==> src/rtl/field_extractor.sv <==
// Turns progressive frames into one interlaced field per frame and rewrites control packets to WIDTH x HEIGHT/2.
// Kept beats reach the registered output one cycle after acceptance; din_ready drops only while that register holds an untaken beat.
module field_extractor #(
  parameter int SYMBOLS_PER_BEAT = 1,
  parameter int BITS_PER_SYMBOL  = 8,
  parameter int WIDTH            = 640,
  parameter int HEIGHT           = 480,
  parameter int START_FIELD      = 0,
  localparam int DATA_WIDTH      = SYMBOLS_PER_BEAT * BITS_PER_SYMBOL
) (
  input  logic                  clock,
  input  logic                  reset,
  input  logic [DATA_WIDTH-1:0] din_data,
  input  logic                  din_valid,
  output logic                  din_ready,
  input  logic                  din_startofpacket,
  input  logic                  din_endofpacket,
  output logic [DATA_WIDTH-1:0] dout_data,
  output logic                  dout_valid,
  input  logic                  dout_ready,
  output logic                  dout_startofpacket,
  output logic                  dout_endofpacket,
  output logic                  field_id,
  output logic                  frame_error
);

  localparam logic [1:0] IDLE  = 2'd0;
  localparam logic [1:0] CTRL  = 2'd1;
  localparam logic [1:0] VIDEO = 2'd2;
  localparam logic [1:0] PASS  = 2'd3;

  localparam int CW = (WIDTH > 1) ? $clog2(WIDTH) : 1;
  localparam int RW = $clog2(HEIGHT + 1);

  localparam logic [15:0]   WIDTH_W   = 16'(WIDTH);
  localparam logic [15:0]   FHEIGHT_W = 16'(HEIGHT / 2);
  localparam logic [CW-1:0] COL_LAST  = CW'(WIDTH - 1);
  localparam logic [RW-1:0] ROW_LAST  = RW'(HEIGHT - 1);
  localparam logic [RW-1:0] ROW_PENUL = RW'(HEIGHT - 2);
  localparam logic [RW-1:0] ROW_END   = RW'(HEIGHT);
  localparam logic [3:0]    K_LAST    = 4'd9;
  localparam logic [3:0]    K_DROP    = 4'd10;
  localparam logic          FIELD_RST = 1'(START_FIELD);

  logic [1:0]            state_q, state_d;
  logic [3:0]            k_q, k_d;
  logic [CW-1:0]         col_q, col_d;
  logic [RW-1:0]         row_q, row_d;
  logic                  field_q, field_d;
  logic                  ferr_q, ferr_d;
  logic                  dout_valid_q;
  logic [DATA_WIDTH-1:0] dout_data_q;
  logic                  dout_sop_q, dout_eop_q;

  logic                  accept, load, out_sop, out_eop;
  logic [DATA_WIDTH-1:0] out_data, ctrl_data;
  logic [3:0]            ctrl_nib;
  logic                  keep, at_end, last_kept;

  assign din_ready = !dout_valid_q || dout_ready;
  assign accept    = din_valid && din_ready;

  // Rows past the last one saturate at ROW_END so trailing pixels are never kept.
  assign keep      = (row_q != ROW_END) && (row_q[0] == field_q);
  assign at_end    = (row_q == ROW_LAST) && (col_q == COL_LAST);
  assign last_kept = keep && (col_q == COL_LAST) &&
                     (row_q == (field_q ? ROW_LAST : ROW_PENUL));

  always_comb begin
    case (k_q)
      4'd1:    ctrl_nib = WIDTH_W[15:12];
      4'd2:    ctrl_nib = WIDTH_W[11:8];
      4'd3:    ctrl_nib = WIDTH_W[7:4];
      4'd4:    ctrl_nib = WIDTH_W[3:0];
      4'd5:    ctrl_nib = FHEIGHT_W[15:12];
      4'd6:    ctrl_nib = FHEIGHT_W[11:8];
      4'd7:    ctrl_nib = FHEIGHT_W[7:4];
      4'd8:    ctrl_nib = FHEIGHT_W[3:0];
      4'd9:    ctrl_nib = field_q ? 4'b1100 : 4'b1000;
      default: ctrl_nib = 4'h0;
    endcase
    ctrl_data      = '0;
    ctrl_data[3:0] = ctrl_nib;
  end

  always_comb begin
    state_d  = state_q;
    k_d      = k_q;
    col_d    = col_q;
    row_d    = row_q;
    field_d  = field_q;
    ferr_d   = 1'b0;
    load     = 1'b0;
    out_data = din_data;
    out_sop  = 1'b0;
    out_eop  = 1'b0;
    if (accept) begin
      case (state_q)
        IDLE: begin
          if (din_startofpacket) begin
            load    = 1'b1;
            out_sop = 1'b1;
            out_eop = din_endofpacket;
            k_d     = 4'd1;
            col_d   = '0;
            row_d   = '0;
            if (din_endofpacket)            state_d = IDLE;
            else if (din_data[3:0] == 4'hF) state_d = CTRL;
            else if (din_data[3:0] == 4'h0) state_d = VIDEO;
            else                            state_d = PASS;
          end
        end
        CTRL: begin
          if (k_q != K_DROP) begin
            load     = 1'b1;
            out_data = ctrl_data;
            out_eop  = din_endofpacket || (k_q == K_LAST);
            k_d      = k_q + 4'd1;
          end
          if (din_endofpacket) state_d = IDLE;
        end
        VIDEO: begin
          load    = keep;
          out_eop = din_endofpacket || last_kept;
          if (row_q != ROW_END) begin
            if (col_q == COL_LAST) begin
              col_d = '0;
              row_d = row_q + RW'(1);
            end else begin
              col_d = col_q + CW'(1);
            end
          end
          if (din_endofpacket) begin
            field_d = !field_q;
            ferr_d  = !at_end;
            state_d = IDLE;
          end
        end
        default: begin
          load    = 1'b1;
          out_eop = din_endofpacket;
          if (din_endofpacket) state_d = IDLE;
        end
      endcase
    end
  end

  always_ff @(posedge clock or posedge reset) begin
    if (reset) begin
      state_q <= IDLE;
      k_q     <= '0;
      col_q   <= '0;
      row_q   <= '0;
      field_q <= FIELD_RST;
      ferr_q  <= 1'b0;
    end else begin
      state_q <= state_d;
      k_q     <= k_d;
      col_q   <= col_d;
      row_q   <= row_d;
      field_q <= field_d;
      ferr_q  <= ferr_d;
    end
  end

  always_ff @(posedge clock or posedge reset) begin
    if (reset) begin
      dout_valid_q <= 1'b0;
      dout_data_q  <= '0;
      dout_sop_q   <= 1'b0;
      dout_eop_q   <= 1'b0;
    end else if (din_ready) begin
      dout_valid_q <= load;
      if (load) begin
        dout_data_q <= out_data;
        dout_sop_q  <= out_sop;
        dout_eop_q  <= out_eop;
      end
    end
  end

  assign dout_valid         = dout_valid_q;
  assign dout_data          = dout_data_q;
  assign dout_startofpacket = dout_sop_q;
  assign dout_endofpacket   = dout_eop_q;
  assign field_id           = field_q;
  assign frame_error        = ferr_q;

endmodule
==> config.mk <==
export PLATFORM = sky130hd
export DESIGN_NAME = field_extractor
export DESIGN_NICKNAME = d
export VERILOG_FILES = /design/src/rtl/field_extractor.sv
export SDC_FILE = /design/constraint.sdc
export NUM_CORES = 1
export LEC_CHECK = 0
export CELL_PAD_IN_SITES_DETAIL_PLACEMENT = 1
export CELL_PAD_IN_SITES_GLOBAL_PLACEMENT = 2
export CORE_MARGIN = 3
export CORE_UTILIZATION = 34
export CTS_BUF_LIST = sky130_fd_sc_hd__clkbuf_16
export CTS_CLUSTER_SIZE = 10
export DETAILED_ROUTE_END_ITERATION = 8
export PLACE_DENSITY = 0.83
export SKIP_LAST_GASP = 1
export SLEW_MARGIN = 20
export SYNTH_ARGS = -nofsm -noshare
export SYNTH_HDL_FRONTEND = slang
export SYNTH_SLANG_ARGS = --single-unit
==> constraint.sdc <==
create_clock -name clock -period 2.3 [get_ports clock]
set_input_delay 0.23 -clock clock [delete_from_list [all_inputs] [get_ports clock]]
set_output_delay 0.23 -clock clock [all_outputs]
set_load 0.005 [all_outputs]
==> impl_metrics.ini <==
[setup_path]
worst_r2r_endpoint = row_q[6]
r2r_setup_slack_ns = 0.20
r2r_start = col_q[1]
required_ns = 2.50
cp-end-kind = flip-flop
crit_arrival_ns = 2.31
start_kind = primary input
worstRegToRegCells = 6
critical_path.max_fanout = 3
worstSetupPathType = primary input to flip-flop

[pwr]
p_per_area_nw_per_um2 = 1014
p_sw_frac = 0.3395
power.switching_mw = 0.9568
p_int_mw = 1.862
leakagePower_nw = 1.186
clkPwrFrac = 0.234
combinationalPowerShare = 0.393
ir_drop_mv = 0.4172
seqPwrFrac = 0.373

[placed_design]
port_buffers = 27
hpwl_microns = 4347
place_area_sq_um = 2630
place.gp.congestion = 0.7653

[drt]
ant_nets = 0
vias = 1886
vias_per_cell = 5.343
firstDrtPassIters = 4
wl_met1_microns = 2768
met2WireLength_microns = 2791
top_layer_used = met4
drt_wl_total_microns = 5770
routedWlPerCell_microns = 16.35
wl_met3_microns = 145
drtIter0Drc = 75
drc = 0

[clock_network]
cts.sinks = 38
cts_buffers = 5
clock-root-buffer = clkbuf_16
cts_setup_buffers = 0
cts_tree = built
max-clock-path-buffers = 2
hold_buffers = 0
path_clk_slew_ns = 0.06
insertion_delay_ns = 0.28
cts_resized = 0
h-tree-depth = 2

[yosys]
synth_edf_count = 0
ys_seq_elements = 38
syn_avg_cell_area_sq_um = 9.318
synthCells = 228
synth_seq_area_share = 0.4476
syn-cell-area_sq_um = 2125
ys_warn_count = 0
synth_cell_type_count = 43
synth_top_flop_cell = dfrtp_1
syn_nets = 248
synth_async_sr_flop_share = 1.000

[global_route]
grt_overflow = 0
antenna_found_initial = 0
track_usage = 0.1731
grt_pass1_vias = 1979
grt_max_degree = 39
grt_pass1_wl_microns = 9998

[cells_and_area]
antennaDiodeCount = 0
area.growth.synth_to_final_pct = 30.80
fin_nets = 297
drive_above_1_share = 0.1511
nFillCells = 689
final_area_sq_um = 2779

[outcome]
status = finished, final reports clean

[floorplan]
io_pins = 28
fp.dieW_microns = 85.05
num_rows = 28
start_util = 0.3546
die_y_microns = 85.05
die-area_sq_um = 7234
core_area_sq_um = 5991

[sta]
rsz0062_at_grt = no
drv_slew = 0
setup_viol = 0
hold_violations = 0
skew_ns = 0.006216
fmax_ghz = 0.4744
worstMarginPinSlew_ns = 0.4960
period_share = 0.9165
finalWorstPathRequiredPeriod_ns = 2.108
slew_headroom = 0.6693
setup_tns_ns = 0

[worst_hold_path]
min_path_type = primary input to asynchronous set/reset pin

[job]
maxCapViolations = 0
Yosys cell counts, types with 2 or more instances:
library cell,n,area [sq um]
o21ai_0,14,70.07
mux2_2,4,45.04
xor2_1,5,43.79
o31ai_1,4,30.03
o2bb2ai_1,2,17.52
nor2b_1,5,31.28
inv_1,12,45.04
or3_1,10,62.56
nand2_1,16,60.06
xnor2_1,4,35.03
or4_1,6,45.04
a31oi_1,3,18.77
clkbuf_1,7,26.28
nor2_1,14,52.55
nand4_1,10,62.56
and4b_1,2,20.02
and3_1,3,18.77
nor4_1,5,31.28
nand2b_1,3,18.77
nand3_1,14,70.07
a21bo_2,4,40.04
ha_1,6,75.07
dfrtp_1,38,950.9
a21oi_1,18,90.09
cells in the final DEF (no fill, tap or decap), types with 2 or more instances in the layout:
cell	count
a21bo_2	4
nor4_2	3
nand3_1	13
or3_1	10
xor2_1	5
nor4_1	3
clkbuf_16	5
buf_4	23
o2bb2ai_1	2
o21ai_0	14
a21oi_1	18
a31oi_1	3
dfrtp_1	38
inv_1	13
nand2b_1	3
nand4_1	10
o31ai_1	4
nand2_1	16
and4b_1	2
mux2_2	4
nor2_1	14
ha_1	6
nor2b_1	5
xnor2_1	4
clkdlybuf4s50_1	27
or4_1	6
and3_1	3
stage by stage:
| step | setup WS, ns | utilization | instances | hold WS, ns | power, mW |
|---|---|---|---|---|---|
| finish | 0.1920 | 0.4639 | 353 | 0.3832 | 2.818 |
| floorplan | 0.2621 | - | 228 | 0.3157 | 1.606 |
| detailed placement | -0.09778 | 0.4390 | 345 | 0.4795 | 2.179 |
| global route | 0.08078 | 0.4639 | 353 | 0.4347 | 3.039 |
| global placement | -0.03900 | 0.4390 | 345 | 0.4613 | 2.132 |
| CTS | 0.1279 | 0.4620 | 353 | 0.4026 | 2.847 |
metal layers:
metal	vias to the layer above	GRT usage
li1	938	-
met1	923	0.2312
met2	19	0.2846
met3	6	0.03592
met4	0	0.04748
met5	-	0
layout make-up:
type | instances | area, sq um | share of cell area
inverter | 12 | 45.04 | 0.01621
clock inverter | 3 | 12.51 | 0.004502
tap | 75 | 93.84 | 0.03377
multi-input combinational | 170 | 1109 | 0.3989
timing repair buffer | 50 | 442.9 | 0.1594
sequential | 38 | 950.9 | 0.3422
clock buffer | 5 | 125.1 | 0.04502
sequential cells by signal, summed over array words and instances (netlist names):
signal	count
dout_valid	1
dout_data	8
dout_startofpacket	1
field_id	1
frame_error	1
col_q	10
dout_endofpacket	1
row_q	9
k_q	4
state_q	2
power groups by stage:
stage	logic (mW)	registers [mW]	clock network, mW
6_report	1.11	1.05	0.660
5_1_grt	1.24	1.09	0.716
4_1_cts	1.12	1.05	0.673
3_5_place_dp	1.11	1.07	0
3_3_place_gp	1.08	1.05	0
2_1_floorplan	0.582	1.02	0
how the worst max path moves through the flow:
| stage | start | endpoint | slack, ns |
|---|---|---|---|
| finish | din_valid | row_q[8] | 0.19 |
| global route | col_q[0] | row_q[3] | 0.08 |
| CTS | col_q[0] | row_q[6] | 0.13 |
| detailed placement | din_valid | row_q[8] | -0.1 |
| global placement | din_valid | row_q[8] | -0.04 |
| floorplan | dout_valid | row_q[8] | 0.26 |
cell families after synthesis:
group / Yosys count / share of synthesized area
and+or+nand+nor: 97 / 0.2585
AOI/OAI and AO/OA: 53 / 0.1567
DFF: 38 / 0.4476
buffers and inverters: 20 / 0.03887
xor gates and xnor gates: 9 / 0.03710
adders and majority gates: 6 / 0.03533
muxes: 5 / 0.02591
worst max-delay path, cell delays in order:
cell             delay [ns]
clkdlybuf4s50_1        0.50
inv_1                  0.07
or4_4                  0.52
or4_1                  0.52
or3_1                  0.32
a21oi_1                0.15
(Power assumes the default switching activity.)
